[src/rtl/uart_tx_fifo.sv]
`default_nettype none
// ============================================================================
//  Module      : uart_tx_fifo
//  Description : UART transmitter fed by a small word FIFO. Each queued word
//                is sent as a start bit, the data bits LSB first, an optional
//                parity bit and one or two stop bits. The line idles high.
//  Ports       : Clock       - system clock, rising edge
//                Reset       - synchronous, active-high
//                DataIn      - word to transmit
//                DataInValid - producer offers DataIn this cycle
//                DataInReady - FIFO can take a word (low while full or in reset)
//                SOut        - registered serial line
//                Busy        - frame in progress or words still queued
//                FifoCount   - number of occupied FIFO entries
//  Revision    : 1.0 - initial release
// ============================================================================
module uart_tx_fifo #(
   parameter int ClockFreq  = 100_000_000,
   parameter int BaudRate   = 115_200,
   parameter int DataWidth  = 8,
   parameter int ParityMode = 0,
   parameter int StopBits   = 1,
   parameter int FifoDepth  = 8
) (
   input  logic                       Clock,
   input  logic                       Reset,
   input  logic [DataWidth-1:0]       DataIn,
   input  logic                       DataInValid,
   output logic                       DataInReady,
   output logic                       SOut,
   output logic                       Busy,
   output logic [$clog2(FifoDepth):0] FifoCount
);

   localparam int SYMBOL_EDGE_TIME = ClockFreq / BaudRate;
   localparam int CNT_W   = (SYMBOL_EDGE_TIME > 1) ? $clog2(SYMBOL_EDGE_TIME) : 1;
   localparam int BIT_W   = $clog2(DataWidth + 1);
   localparam int ADDR_W  = $clog2(FifoDepth);
   localparam int COUNT_W = ADDR_W + 1;

   localparam logic [CNT_W-1:0]   LAST_CNT      = CNT_W'(SYMBOL_EDGE_TIME - 1);
   localparam logic [BIT_W-1:0]   LAST_DATA_BIT = BIT_W'(DataWidth - 1);
   localparam logic [BIT_W-1:0]   LAST_STOP_BIT = BIT_W'(StopBits - 1);
   localparam logic [COUNT_W-1:0] FULL_COUNT    = COUNT_W'(FifoDepth);

   localparam logic [2:0] ST_IDLE   = 3'd0;
   localparam logic [2:0] ST_START  = 3'd1;
   localparam logic [2:0] ST_DATA   = 3'd2;
   localparam logic [2:0] ST_PARITY = 3'd3;
   localparam logic [2:0] ST_STOP   = 3'd4;

   // ------------------------------------------------------------------------
   // FIFO storage and bookkeeping
   // ------------------------------------------------------------------------
   logic [DataWidth-1:0] mem [FifoDepth];
   logic [ADDR_W-1:0]    wr_ptr;
   logic [ADDR_W-1:0]    rd_ptr;
   logic [COUNT_W-1:0]   count;
   logic                 push;
   logic                 pop;
   logic                 fifo_empty;
   logic [DataWidth-1:0] head_word;
   logic                 head_parity;

   // ------------------------------------------------------------------------
   // Transmit engine
   // ------------------------------------------------------------------------
   logic [2:0]           state;
   logic [2:0]           next_state;
   logic [CNT_W-1:0]     clk_cnt;
   logic [BIT_W-1:0]     bit_idx;
   logic [DataWidth-1:0] shift_reg;
   logic                 parity_bit;
   logic                 sym_edge;
   logic                 last_stop;
   logic                 sout_next;
   logic                 sout;

   assign fifo_empty  = (count == '0);
   assign head_word   = mem[rd_ptr];
   assign DataInReady = (count != FULL_COUNT) & ~Reset;
   assign push        = DataInValid & DataInReady;

   assign sym_edge  = (clk_cnt == LAST_CNT);
   assign last_stop = (state == ST_STOP) & sym_edge & (bit_idx == LAST_STOP_BIT);

   // A word leaves the FIFO either from IDLE or directly at the end of the
   // last stop symbol, so consecutive frames are sent with no idle gap.
   assign pop = ~fifo_empty & ((state == ST_IDLE) | last_stop);

   // Parity is taken from the word as it is popped, not from the shifter.
   generate
      if (ParityMode == 2) begin : g_parity_odd
         assign head_parity = ~^head_word;
      end else begin : g_parity_even
         assign head_parity = ^head_word;
      end
   endgenerate

   always_ff @(posedge Clock) begin
      if (push) begin
         mem[wr_ptr] <= DataIn;
      end
   end

   always_ff @(posedge Clock) begin
      if (Reset) begin
         wr_ptr <= '0;
         rd_ptr <= '0;
         count  <= '0;
      end else begin
         if (push) begin
            wr_ptr <= wr_ptr + 1'b1;
         end
         if (pop) begin
            rd_ptr <= rd_ptr + 1'b1;
         end
         case ({push, pop})
            2'b10:   count <= count + 1'b1;
            2'b01:   count <= count - 1'b1;
            default: count <= count;
         endcase
      end
   end

   // ------------------------------------------------------------------------
   // FSM: state register
   // ------------------------------------------------------------------------
   always_ff @(posedge Clock) begin
      if (Reset) begin
         state <= ST_IDLE;
      end else begin
         state <= next_state;
      end
   end

   // ------------------------------------------------------------------------
   // FSM: next-state logic
   // ------------------------------------------------------------------------
   always_comb begin
      next_state = state;
      case (state)
         ST_IDLE: begin
            if (!fifo_empty) begin
               next_state = ST_START;
            end
         end
         ST_START: begin
            if (sym_edge) begin
               next_state = ST_DATA;
            end
         end
         ST_DATA: begin
            if (sym_edge && (bit_idx == LAST_DATA_BIT)) begin
               next_state = (ParityMode != 0) ? ST_PARITY : ST_STOP;
            end
         end
         ST_PARITY: begin
            if (sym_edge) begin
               next_state = ST_STOP;
            end
         end
         ST_STOP: begin
            if (last_stop) begin
               next_state = fifo_empty ? ST_IDLE : ST_START;
            end
         end
         default: next_state = ST_IDLE;
      endcase
   end

   // ------------------------------------------------------------------------
   // FSM: output logic (line level for the current symbol)
   // ------------------------------------------------------------------------
   always_comb begin
      sout_next = 1'b1;
      case (state)
         ST_IDLE:   sout_next = 1'b1;
         ST_START:  sout_next = 1'b0;
         ST_DATA:   sout_next = shift_reg[0];
         ST_PARITY: sout_next = parity_bit;
         ST_STOP:   sout_next = 1'b1;
         default:   sout_next = 1'b1;
      endcase
   end

   // ------------------------------------------------------------------------
   // Datapath: symbol timer, bit index, shifter, parity, line register
   // ------------------------------------------------------------------------
   always_ff @(posedge Clock) begin
      if (Reset) begin
         clk_cnt    <= '0;
         bit_idx    <= '0;
         shift_reg  <= '0;
         parity_bit <= 1'b0;
         sout       <= 1'b1;
      end else begin
         sout <= sout_next;

         // The timer only runs inside a frame; IDLE holds it at zero so a
         // fresh START always begins a full symbol.
         if ((state == ST_IDLE) || sym_edge) begin
            clk_cnt <= '0;
         end else begin
            clk_cnt <= clk_cnt + 1'b1;
         end

         // Bit index restarts on every state change and counts symbols
         // within DATA and STOP.
         if (next_state != state) begin
            bit_idx <= '0;
         end else if (sym_edge) begin
            bit_idx <= bit_idx + 1'b1;
         end

         if (pop) begin
            shift_reg  <= head_word;
            parity_bit <= head_parity;
         end else if ((state == ST_DATA) && sym_edge) begin
            shift_reg <= shift_reg >> 1;
         end
      end
   end

   assign SOut      = sout;
   assign Busy      = (state != ST_IDLE) | ~fifo_empty;
   assign FifoCount = count;

endmodule
`default_nettype wire

[config.mk]
export PLATFORM = sky130hd
export DESIGN_NAME = uart_tx_fifo
export DESIGN_NICKNAME = d
export VERILOG_FILES = /design/src/rtl/uart_tx_fifo.sv
export SDC_FILE = /design/constraint.sdc
export NUM_CORES = 1
export LEC_CHECK = 0
export CAP_MARGIN = 20
export CORE_MARGIN = 5
export CORE_UTILIZATION = 50
export DETAILED_ROUTE_END_ITERATION = 10
export MAX_ROUTING_LAYER = met4
export PLACE_DENSITY = 0.68
export SLEW_MARGIN = 20
export SYNTH_ARGS = -nofsm -noshare
export SYNTH_HDL_FRONTEND = slang
export SYNTH_SLANG_ARGS = --single-unit
[constraint.sdc]
create_clock -name Clock -period 4.35 [get_ports Clock]
set_clock_uncertainty 0.15 [all_clocks]
set_input_delay 1.305 -clock Clock [delete_from_list [all_inputs] [get_ports Clock]]
set_output_delay 1.305 -clock Clock [all_outputs]
set_load 0.02 [all_outputs]
==> results of run 1 <==
==> worst reg2reg max path: stages, from the launching register on <==
cell       delay [ns]
dfxtp_1          0.38
ha_1             0.22
and4_1           0.21
nand4_1          0.30
o2bb2ai_1        0.33
nand2_1          0.23
inv_1            0.35
ha_1             0.28
ha_1             0.24
a21o_1           0.18
a21oi_1          0.18
xnor2_1          0.11
or3_1            0.31
a21oi_1          0.15
==> cell usage in the layout, fill, tap and decap left out, types with 10 or more instances in the layout <==
master,Yosys,final
a21oi_1,20,20
xnor2_1,10,10
xor2_1,11,11
inv_1,10,10
mux4_1,10,10
nor2_1,36,36
nand2_1,23,23
edfxtp_1,64,64
clkdlybuf4s50_1,0,17
buf_4,1,12
dfxtp_1,40,40
==> area by class of cell <==
class | count | area (um^2) | area share, %
sequential | 104 | 2720 | 55.7
timing repair buffer | 29 | 260 | 5.33
clock inverter | 7 | 95.1 | 1.95
tap | 108 | 135 | 2.77
multi-input combinational | 187 | 1510 | 30.9
clock buffer | 9 | 124 | 2.54
inverter | 10 | 37.5 | 0.768
==> layer usage <==
metal | track usage (%) | up-vias
li1 | - | 1213
met1 | 18.3 | 1201
met2 | 24.2 | 63
met5 | - | -
met4 | 5.90 | 0
met3 | 3.79 | 11
==> metrics by stage <==
| stage | util [%] | cell area, um^2 | setup slack (ns) | cells |
|---|---|---|---|---|
| after floorplan | - | 4380 | 0.647 | 313 |
| after global placement | 54.0 | 4670 | 0.317 | 438 |
| after detailed placement | 54.0 | 4670 | 0.313 | 438 |
| after CTS | 56.6 | 4890 | 0.313 | 454 |
| after global routing | 56.6 | 4890 | 0.268 | 454 |
| final | 56.6 | 4890 | 0.321 | 454 |
==> final timing paths <==
path                                  start                        end  slack [ns]  cells past startpoint
setup / recovery                      Reset                DataInReady        0.32                      3
hold / removal    shift_reg[4]$_SDFFE_PP0P_  shift_reg[4]$_SDFFE_PP0P_        0.32                      2
setup reg to reg      clk_cnt[0]$_SDFF_PP0_  FifoCount[3]$_SDFFE_PP0P_        0.68                     13
hold reg to reg   shift_reg[4]$_SDFFE_PP0P_  shift_reg[4]$_SDFFE_PP0P_        0.32                      2
==> power breakdown <==
group | switching, mW | internal, mW
clock | 0.357 | 0.284
sequential | 0.0875 | 1.13
combinational | 0.417 | 0.411
==> cells by family (layout without fill, tap and decap cells) <==
kind of cell | count (synthesis) | in the layout | synth area share (%)
compound gates | 40 | 40 | 5.72
flops | 104 | 104 | 62.2
xor+xnor | 23 | 23 | 5.12
mux | 24 | 24 | 11.2
buf+inv | 22 | 55 | 3.26
fa+ha+maj | 9 | 9 | 2.74
simple gates | 91 | 91 | 9.78
==> results.md, run 1 <==
* Critical Path Most Common Cell: clkdlybuf4s50_1
* Share of post-route cells with drive strength above 1 at between 10% and 20%
* #FFs+latches synth at 104
* DR WL met3 at 431 um
* First-pass GRT wire length at 12300 um
* GP Congestion at roughly 0.74
* WP data required at 2.89 ns
* Initial Utilization at 50.7%
* Initial DRC Count at 121
* Ys async rst share at 0%
* Row cnt at 34
* Worst-Skew Late Latency at ~0.38 ns
* Slew HR at 45.1%
* Worst hold path class: flip-flop to flip-flop
* YS warnings at 0
* Critical path type: input pin to primary output
* Top_reg_cell synth: edfxtp_1
* Resized cells post-CTS at 0
* Tcrit/Tclk final at 92.6%
* Htree depth at 3
* Post-synth top area cell: edfxtp_1
* TritonCTS Sinks at 104
* Slew @ Worst Pin at a little over 0.8 ns
* Tightest hold margin at 0.317 ns
* CTS buffer count at 9
* Seq/Total Area, Yosys at 62.2%
* Syn_nets at 333
* Synth top area share at 43.9%
* Count leader, synth: edfxtp_1
* Most instantiated cells after synthesis: 64 x edfxtp_1, 40 x dfxtp_1, 36 x nor2_1, 23 x nand2_1, 20 x a21oi_1
* Crit path cell chain: clkdlybuf4s50_1 > a21oi_1 > clkdlybuf4s50_1
* CP max FO at 2
* Total power at 2.69 mW
* Setup TNS at 0 ns
* Unrepaired setup endpoints after global routing: false
* Avg Inst Size Synth at between 10 and 15 um^2
* Max clock buf depth at 2
* Slew Viols, Final at 0
* Library cells used by synthesis at 45
* Core Box Area at 0.00864 mm^2
* Die Wd at 104 um
* Peak VDD IR at 0.259 mV
* EDFF count, synth at 64
* Fillers at 698
* Drt first pass iters at 4
* Max reg flops at 64
* Largest net degree at the start of global routing at 27
* Tmin final at 4.03 ns
* Final hold viol count at 0
* Clk root buf: clkbuf_8
* Critical Path Sink Type: primary output
* Setup violations, final at 0
* CP arrival at approximately 2.6 ns
* Grt ovf at 0
* Hold buffer count at CTS at 0
* Die footprint at between 0.01 and 0.015 mm^2
* Detailed placer's ending HPWL at about 5100 um
* Area growth from synthesis to layout at 11.6%
* Worst Path Buf+Inv at 2
* Synth Cell Area at 0.00438 mm^2
* # port buffers at 17
* PwrDens at around 550 mW/mm^2
* LEAKAGE at 1.64 nW
* Top Metal Used: met4
* All-Layer GR Usage at 15.1%
* CP delay by family, top: buffers and inverters
* Routed wl met2 at 3660 um
* Num ports at 18
* Post-route antenna net violation count at 0
* # nets final at 361
* Worst path max stage delay at roughly 0.63 ns
* Critical Path Source Type: input pin
* Vias at between 2k and 2.5k
* Clk pin slew, worst setup/hold paths at 0.11 ns
* Critical-path cell with the highest stage delay: clkdlybuf4s50_1
* DR WL/cell at 16.5 um
* Synth area leaders: edfxtp_1 44%, dfxtp_1 18%, mux4_1 6.0%
* Drt drc at 0
* Vias in the first global route at ~2.5k
* Initial antenna violation count at 0
* Status: finished, final reports clean
* Diode count at 0
* Cells after Synth at 313
* M1 WL at about 3300 um
* Post-CTS setup buffer count at 0
* DIE HEIGHT at 104 um
* Fmax at 248 MHz
* CTS tree: done
* Max-Cap Viols at 0
* Vias per Instance at ~5.5
* WL final at ~7500 um
Note: power is estimated with default switching activity, not from simulation.
==> run 2, diff against run 1 <==
--- a/config.mk
+++ b/config.mk
@@ -11,6 +11,7 @@
 export DETAILED_ROUTE_END_ITERATION = 10
 export MAX_ROUTING_LAYER = met4
 export PLACE_DENSITY = 0.68
+export SKIP_CTS_REPAIR_TIMING = 1
 export SLEW_MARGIN = 20
 export SYNTH_ARGS = -nofsm -noshare
 export SYNTH_HDL_FRONTEND = slang
==> results of run 2 <==
No change in the layout: final DEF, timing and power equal those of run 1.
